--- src/rtl/alu_muldiv.sv ---
// Integer execution unit: single-cycle RV32I/RV64I OP/OP-IMM ops plus iterative
// M-extension multiply (shift-add) and divide (restoring), valid/ready on both sides.
module alu_muldiv #(
    parameter int WORD_LENGTH = 32,
    parameter int SHAMT_BITS  = $clog2(WORD_LENGTH)
) (
    input  logic                   clk,
    input  logic                   rst,
    input  logic                   flush,
    input  logic                   in_valid,
    output logic                   in_ready,
    input  logic [6:0]             opcode,
    input  logic [2:0]             funct3,
    input  logic [6:0]             funct7,
    input  logic [WORD_LENGTH-1:0] src1,
    input  logic [WORD_LENGTH-1:0] src2,
    output logic                   out_valid,
    input  logic                   out_ready,
    output logic [WORD_LENGTH-1:0] result,
    output logic                   illegal
);
    localparam int W  = WORD_LENGTH;
    localparam int CW = $clog2(WORD_LENGTH);
    localparam logic [CW-1:0] CNT_LAST = CW'(W - 1);
    localparam logic [W-1:0]  MOST_NEG = {1'b1, {(W-1){1'b0}}};

    typedef enum logic [1:0] {IDLE, BUSY, DONE} state_t;

    state_t           state_reg;
    logic             in_ready_reg;
    logic             out_valid_reg;
    logic [W-1:0]     result_reg;
    logic             illegal_reg;
    logic [CW-1:0]    cnt_reg;
    logic [2:0]       f3_reg;
    logic             neg_reg;
    // Multiply: acc = running product, addend = shifting multiplicand, shf = multiplier.
    // Divide:   acc[W-1:0] = partial remainder, addend[W-1:0] = divisor, shf = dividend/quotient.
    logic [2*W-1:0]   acc_reg;
    logic [2*W-1:0]   addend_reg;
    logic [W-1:0]     shf_reg;

    logic             is_op, is_imm, is_base, is_mext;
    logic             div_zero, div_ovf, is_special;
    logic             sgn1, sgn2, neg1, neg2;
    logic [W-1:0]     mag1, mag2;
    logic [SHAMT_BITS-1:0] shamt;
    logic [W-1:0]     sra_res;
    logic [W-1:0]     base_res, spec_res, quick_res;
    logic             quick_illegal;

    logic [2*W-1:0]   acc_mul, prod;
    logic [W:0]       rem_shift, trial;
    logic             take;
    logic [W-1:0]     rem_next, quo_next, quo_s, rem_s, mul_res, final_res;

    assign shamt   = src2[SHAMT_BITS-1:0];
    assign sra_res = $signed(src1) >>> shamt;

    always_comb begin
        is_op   = (opcode == 7'b0110011);
        is_imm  = (opcode == 7'b0010011);
        is_base = is_imm || (is_op && (funct7 == 7'b0000000 || funct7 == 7'b0100000));
        is_mext = is_op && (funct7 == 7'b0000001);

        case (funct3)
            3'b000:  base_res = (is_op && funct7[5]) ? src1 - src2 : src1 + src2;
            3'b001:  base_res = src1 << shamt;
            3'b010:  base_res = {{(W-1){1'b0}}, $signed(src1) < $signed(src2)};
            3'b011:  base_res = {{(W-1){1'b0}}, src1 < src2};
            3'b100:  base_res = src1 ^ src2;
            3'b101:  base_res = funct7[5] ? sra_res : src1 >> shamt;
            3'b110:  base_res = src1 | src2;
            default: base_res = src1 & src2;
        endcase

        // Division shortcuts never enter the iterative engine.
        div_zero   = (src2 == '0);
        div_ovf    = !funct3[0] && (src1 == MOST_NEG) && (src2 == '1);
        is_special = is_mext && funct3[2] && (div_zero || div_ovf);
        if (funct3[1])
            spec_res = div_zero ? src1 : '0;
        else
            spec_res = div_zero ? '1 : src1;

        quick_illegal = 1'b0;
        if (is_base)
            quick_res = base_res;
        else if (is_mext)
            quick_res = spec_res;
        else begin
            quick_res     = '0;
            quick_illegal = 1'b1;
        end

        // Plain mul only needs the low half, which is sign-agnostic.
        sgn1 = (funct3 == 3'b001) || (funct3 == 3'b010) || (funct3 == 3'b100) || (funct3 == 3'b110);
        sgn2 = (funct3 == 3'b001) || (funct3 == 3'b100) || (funct3 == 3'b110);
        neg1 = sgn1 && src1[W-1];
        neg2 = sgn2 && src2[W-1];
        mag1 = neg1 ? -src1 : src1;
        mag2 = neg2 ? -src2 : src2;
    end

    always_comb begin
        acc_mul   = shf_reg[0] ? acc_reg + addend_reg : acc_reg;
        rem_shift = {acc_reg[W-1:0], shf_reg[W-1]};
        trial     = rem_shift - {1'b0, addend_reg[W-1:0]};
        take      = !trial[W];
        rem_next  = take ? trial[W-1:0] : rem_shift[W-1:0];
        quo_next  = {shf_reg[W-2:0], take};

        prod    = neg_reg ? -acc_mul : acc_mul;
        mul_res = (f3_reg[1:0] == 2'b00) ? prod[W-1:0] : prod[2*W-1:W];
        quo_s   = neg_reg ? -quo_next : quo_next;
        rem_s   = neg_reg ? -rem_next : rem_next;
        if (!f3_reg[2])
            final_res = mul_res;
        else
            final_res = f3_reg[1] ? rem_s : quo_s;
    end

    always_ff @(posedge clk or posedge rst) begin
        if (rst) begin
            state_reg     <= IDLE;
            in_ready_reg  <= 1'b1;
            out_valid_reg <= 1'b0;
            result_reg    <= '0;
            illegal_reg   <= 1'b0;
            cnt_reg       <= '0;
            f3_reg        <= '0;
            neg_reg       <= 1'b0;
            acc_reg       <= '0;
            addend_reg    <= '0;
            shf_reg       <= '0;
        end else begin
            case (state_reg)
                IDLE: begin
                    out_valid_reg <= 1'b0;
                    if (in_valid && !flush) begin
                        f3_reg       <= funct3;
                        cnt_reg      <= '0;
                        in_ready_reg <= 1'b0;
                        if (is_mext && !is_special) begin
                            state_reg <= BUSY;
                            acc_reg   <= '0;
                            neg_reg   <= (funct3[2] && funct3[1]) ? neg1 : (neg1 ^ neg2);
                            if (funct3[2]) begin
                                addend_reg <= {{W{1'b0}}, mag2};
                                shf_reg    <= mag1;
                            end else begin
                                addend_reg <= {{W{1'b0}}, mag1};
                                shf_reg    <= mag2;
                            end
                        end else begin
                            state_reg     <= DONE;
                            out_valid_reg <= 1'b1;
                            result_reg    <= quick_res;
                            illegal_reg   <= quick_illegal;
                        end
                    end
                end
                BUSY: begin
                    if (flush) begin
                        state_reg    <= IDLE;
                        in_ready_reg <= 1'b1;
                        cnt_reg      <= '0;
                    end else begin
                        cnt_reg <= cnt_reg + CW'(1);
                        if (f3_reg[2]) begin
                            acc_reg <= {{W{1'b0}}, rem_next};
                            shf_reg <= quo_next;
                        end else begin
                            acc_reg    <= acc_mul;
                            addend_reg <= addend_reg << 1;
                            shf_reg    <= shf_reg >> 1;
                        end
                        if (cnt_reg == CNT_LAST) begin
                            state_reg     <= DONE;
                            out_valid_reg <= 1'b1;
                            result_reg    <= final_res;
                            illegal_reg   <= 1'b0;
                            cnt_reg       <= '0;
                        end
                    end
                end
                default: begin
                    if (flush || out_ready) begin
                        state_reg     <= IDLE;
                        out_valid_reg <= 1'b0;
                        in_ready_reg  <= 1'b1;
                    end
                end
            endcase
        end
    end

    assign in_ready  = in_ready_reg;
    assign out_valid = out_valid_reg;
    assign result    = result_reg;
    assign illegal   = illegal_reg;
endmodule
--- config.mk ---
export PLATFORM = sky130hd
export DESIGN_NAME = alu_muldiv
export DESIGN_NICKNAME = d
export VERILOG_FILES = /design/src/rtl/alu_muldiv.sv
export SDC_FILE = /design/constraint.sdc
export NUM_CORES = 2
export LEC_CHECK = 0
export BUFFER_PORTS_ARGS = -buffer_cell sky130_fd_sc_hd__buf_2
export CAP_MARGIN = 5
export CELL_PAD_IN_SITES_DETAIL_PLACEMENT = 1
export CELL_PAD_IN_SITES_GLOBAL_PLACEMENT = 1
export CORE_ASPECT_RATIO = 1.75
export CORE_UTILIZATION = 43
export DETAILED_ROUTE_END_ITERATION = 10
export GPL_TIMING_DRIVEN = 0
export PLACE_DENSITY = 0.81
export SYNTH_ARGS = -nofsm -noshare
export SYNTH_HDL_FRONTEND = slang
export SYNTH_SLANG_ARGS = --single-unit
--- constraint.sdc ---
create_clock -name clk -period 6 [get_ports clk]
set_input_delay 0.3 -clock clk [delete_from_list [all_inputs] [get_ports clk]]
set_output_delay 0.3 -clock clk [all_outputs]
set_load 0.03 [all_outputs]
==> flow_summary.ini, run 1 <==
[logic_synthesis]
ys_seq_area_frac = 0.157
ys_ff_latch = 206
syn_inst = 4581
syn-num-nets = 4871
synth_edf_count = 0
synth_cell_types = 113
synth_top_flop_cell = dfrtp_1
yosysWarnings = 0
synth_area_sq_um = 32900
syn_avg_cell_area_sq_um = 7.18
synthArstFlopShare = 1.00

[global_route]
grt_max_degree = 117
grt_pass1_vias = 53400
grtUsageTotal = 0.775
overflow = 1604
grt_pass1_wl_microns = 457000

[cts]
cts_max_path_buffers = 3
cts_buffers = 22
cts.sinks = 206
htree_levels = 1
clockRootBuffer = clkbuf_16

[floorplan]
die_h_microns = 368
die_x_microns = 211
start_util = 0.436
ios = 121
fp-row-count = 133

[placement]
portBuffers = 118
gp_congestion = 1.24
place_hpwl_microns = 192000
placed_cells = 5721
post-place-ws_ps = -2730

[outcome]
status = stopped before the end
failing_step = global routing
stop_error = [ERROR GRT-0116] Global routing finished with congestion. Check the congestion regions in the DRC Viewer.
## cell usage after synthesis (20+ instances only)
library cell	number	area share
and2_1	39	0.0074
a22o_1	54	0.014
a221oi_1	25	0.0067
clkbuf_1	279	0.032
o221ai_1	26	0.0069
a211o_1	25	0.0067
buf_2	22	0.0033
a31oi_1	70	0.013
inv_1	158	0.018
buf_1	50	0.0057
o31ai_1	77	0.018
nand4_1	76	0.014
or4_1	21	0.0048
nand3_1	86	0.013
o22ai_1	44	0.0084
nand2b_1	40	0.0076
or3_1	39	0.0074
and3_1	48	0.0091
a21oi_1	405	0.062
mux2i_1	152	0.046
a211oi_1	107	0.024
o211ai_1	63	0.014
mux2_2	22	0.0075
maj3_1	32	0.0097
o21a_1	35	0.0080
mux4_2	41	0.028
a21boi_0	27	0.0062
xnor2_1	137	0.036
xor2_1	55	0.015
nor4_1	29	0.0055
nor2b_1	34	0.0065
nor3_1	120	0.018
a21o_1	76	0.017
o211a_1	20	0.0061
o21bai_1	22	0.0050
dfrtp_1	205	0.16
nand2_1	508	0.058
ha_1	200	0.076
nor2_1	427	0.049
o21ai_0	337	0.051
## metrics by stage
| stage | instance area (sq um) | utilization |
|---|---|---|
| 2_1_floorplan | 32900 | - |
| 3_3_place_gp | 34800 | 0.461 |
| 3_5_place_dp | 34900 | 0.463 |
| 4_1_cts | 36000 | 0.478 |
## layer usage
| layer | GRT usage | GRT overflow |
|---|---|---|
| met1 | 0.750 | 8 |
| met2 | 0.988 | 1061 |
| met3 | 0.586 | 15 |
| met4 | 0.811 | 517 |
| met5 | 0.186 | 3 |
## cell families after synthesis
group | after synthesis | synth area share
AOI/OAI and AO/OA | 1640 | 0.333
and+or+nand+nor | 1571 | 0.227
buffers and inverters | 521 | 0.0614
adders and majority gates | 236 | 0.0882
muxes | 215 | 0.0818
DFF | 206 | 0.157
xor gates and xnor gates | 192 | 0.0511
## repair_timing
item | in CTS
buffers inserted | 2
endpoints found under the setup margin | 128
hold buffers | 1
endpoints found under the hold margin | 89
pin swaps | 7
gates resized for setup | 91
==> run 2: changes to the inputs <==
==> config.mk (replaced) <==
export PLATFORM = sky130hd
export DESIGN_NAME = alu_muldiv
export DESIGN_NICKNAME = d
export VERILOG_FILES = /design/src/rtl/alu_muldiv.sv
export SDC_FILE = /design/constraint.sdc
export NUM_CORES = 2
export LEC_CHECK = 0
export BUFFER_PORTS_ARGS = -buffer_cell sky130_fd_sc_hd__buf_2
export CAP_MARGIN = 5
export CORE_UTILIZATION = 40
export DETAILED_ROUTE_END_ITERATION = 10
export GPL_TIMING_DRIVEN = 0
export PLACE_DENSITY_LB_ADDON = 0.15
export SYNTH_ARGS = -nofsm -noshare
export SYNTH_HDL_FRONTEND = slang
export SYNTH_SLANG_ARGS = --single-unit
==> constraint.sdc (replaced) <==
create_clock -name clk -period 7.8 [get_ports clk]
set_input_delay 0.39 -clock clk [delete_from_list [all_inputs] [get_ports clk]]
set_output_delay 0.39 -clock clk [all_outputs]
set_load 0.03 [all_outputs]
==> flow_summary.ini, run 2 <==
[outcome]
status = finished, violations left
violations = capacitance limit, slew limit

[cts]
htree_levels = 1
cts_buffers = 23
cts_max_path_buffers = 3
cts.sinks = 206
clkTransAtPathRegs_ps = 80
clockRootBuffer = clkbuf_16
postCtsSetupBuffers = 0
clk_latency_ps = 570
cts_tree = built

[logic_synthesis]
synth_edf_count = 0
yosysWarnings = 0
synth_top_flop_cell = dfrtp_1
syn-num-nets = 4871
ys_ff_latch = 206
synth_top_area_share = 0.156
syn_avg_cell_area_sq_um = 7.18
synth_most_common_cell = nand2_1
ys_top_cells_by_count = 508 x nand2_1, 427 x nor2_1, 405 x a21oi_1
ys_seq_area_frac = 0.157
synth_top_cells_by_area = dfrtp_1 16%, ha_1 7.6%, a21oi_1 6.2%
synthArstFlopShare = 1.00
syn_inst = 4581
synth_cell_types = 113
synth_area_sq_um = 32900
synth_top_area_cell = dfrtp_1

[placement]
post-place-ws_ps = -464
placed_cells = 5769
dpl-instance-area_sq_um = 34900
portBuffers = 118
place_hpwl_microns = 170000
gp_congestion = 1.12

[layout]
mostFrequentLayoutCells = 508 x nand2_1, 427 x nor2_1, 405 x a21oi_1
area_delta_synth_final_pct = 8.56
final-instance-count-excl-fill = 5814
drive_gt1_frac = 0.0720
fin_area_sq_um = 35700
final-seq-area_sq_um = 5160
final_common_cell = nand2_1
nFillCells = 8578
finalNetCount = 5024
multi_input_area_sq_um = 25800

[setup_path]
cpPeakStageDelay_ps = 570
cp-startpoint = addend_reg[0]$_DFFE_PP0P_
cp_slowest_cell = dfrtp_1
arrival_ps = 7940
worstPathCellList = ha_1, inv_1, fa_1, a211oi_2, o21ai_4, a22oi_2, o2111ai_1, o211a_4, inv_1, buf_2, buf_1, buf_1, nor2_1, a21oi_1, ha_1, inv_1, or2_2, o41ai_2, nand2b_1, o21ai_0, xor2_1, nor2_1, o32ai_1, o21ai_1
endpoint_kind = flop
crit_top_cell = inv_1
crit_type = reg2reg
rr_startpoint = addend_reg[0]$_DFFE_PP0P_
crit_fanout = 10
cp-start-kind = flop
cp_data_required_time_ps = 8240

[timing]
fin_tns_setup_ps = 0
rsz0062_at_grt = false
fin_crit_ps = 7500
final-hold-violation-count = 0
setup_violations = 0
max_slew_margin = -0.00743
fmax_mhz = 133
min_period_over_period = 0.961
worst_slack_ps = 301
slew_viol_final = 7
fin_skew_ps = 28.6
worstMarginPinSlew_ps = 1510
hold_ws_ps = 138

[global_route]
grtUsageTotal = 0.490
grt_pass1_vias = 37500
overflow = 0
grt_pass1_wl_microns = 290000
antenna_found_initial = 10
grt_max_degree = 115

[floorplan]
die_x_microns = 289
die_h_microns = 289
core-area_sq_um = 80900
ios = 121
dieArea_sq_um = 83400
start_util = 0.407
fp-row-count = 104

[route]
wl_per_cell_microns = 36.1
wirelength_microns = 210000
ant_nets = 0
via_count = 40900
vias_per_cell = 7.03
dr.pass1.iters = 7
drtIter0Drc = 5689
drc = 0

[power_and_ir_drop]
peakVddDrop_mv = 0.133
power_density_nw_per_um2 = 117
p_leak_nw = 14.5

[worst_hold_path]
hold_start = out_ready
hold_path_class = in2reg

[job]
cap_violations = 2
run 2: cell type report:
cell class | instances | area share
Antenna cell | 5 | 0.000350
Inverter | 163 | 0.0173
Timing Repair Buffer | 130 | 0.0195
Clock inverter | 13 | 0.00364
Clock buffer | 27 | 0.0168
Multi-Input combinational cell | 3854 | 0.721
Tap cell | 1060 | 0.0371
Buffer | 356 | 0.0393
Sequential cell | 206 | 0.144
run 2: logic make-up after synthesis:
logic type      count (synthesis)  synth area share
fa+ha+maj                     236            0.0882
compound gates               1640             0.333
xor+xnor                      192            0.0511
flops                         206             0.157
buf+inv                       521            0.0614
simple gates                 1571             0.227
mux                           215            0.0818
run 2: final timing paths:
check	to	slack (ps)	cells after the start
min reg2reg	result[7]$_DFFE_PP0P_	470	2
min in group asynchronous	acc_reg[5]$_DFFE_PP0P_	460	3
min	in_ready$_DFFE_PP1P_	140	2
max in group asynchronous	addend_reg[56]$_DFFE_PP0P_	6250	4
max	result[26]$_DFFE_PP0P_	300	24
max reg2reg	result[26]$_DFFE_PP0P_	300	24
run 2: what timing repair did:
item | in CTS | in global routing
gates resized for setup | 3 | 4
endpoints found under the setup margin | 2 | 2
pin swaps | 0 | 0
hold endpoints to repair | 1 | 0
hold buffers | 1 | 0
run 2: report_power, final:
part           leakage, nW  total, mW  switching [mW]  internal [mW]
combinational         11.6       1.90            1.36          0.544
sequential            2.57       1.16          0.0542           1.10
clock                0.355       1.13           0.516          0.618
run 2: stage by stage:
step	power [mW]	utilization
floorplan	2.22	-
finish	4.20	0.441
detailed placement	2.97	0.432
CTS	4.08	0.441
global placement	2.98	0.430
global route	4.25	0.441
run 2: metal layers:
metal | vias to the layer above | track usage | share of wire
met1 | 19600 | 0.571 | 0.36
met4 | 8 | 0.458 | 0.11
met3 | 840 | 0.0911 | 0.095
li1 | 17500 | - | -
met5 | - | 0 | 0.00021
met2 | 2940 | 0.759 | 0.43
run 2: worst max-delay path: cells and delay by family, from the launching register on:
kind / cells / cell delay (ps)
flops: 1 / 570
xor+xnor: 1 / 450
buf+inv: 6 / 1550
fa+ha+maj: 3 / 1040
compound gates: 10 / 2890
simple gates: 4 / 850
(Power assumes the default switching activity.)
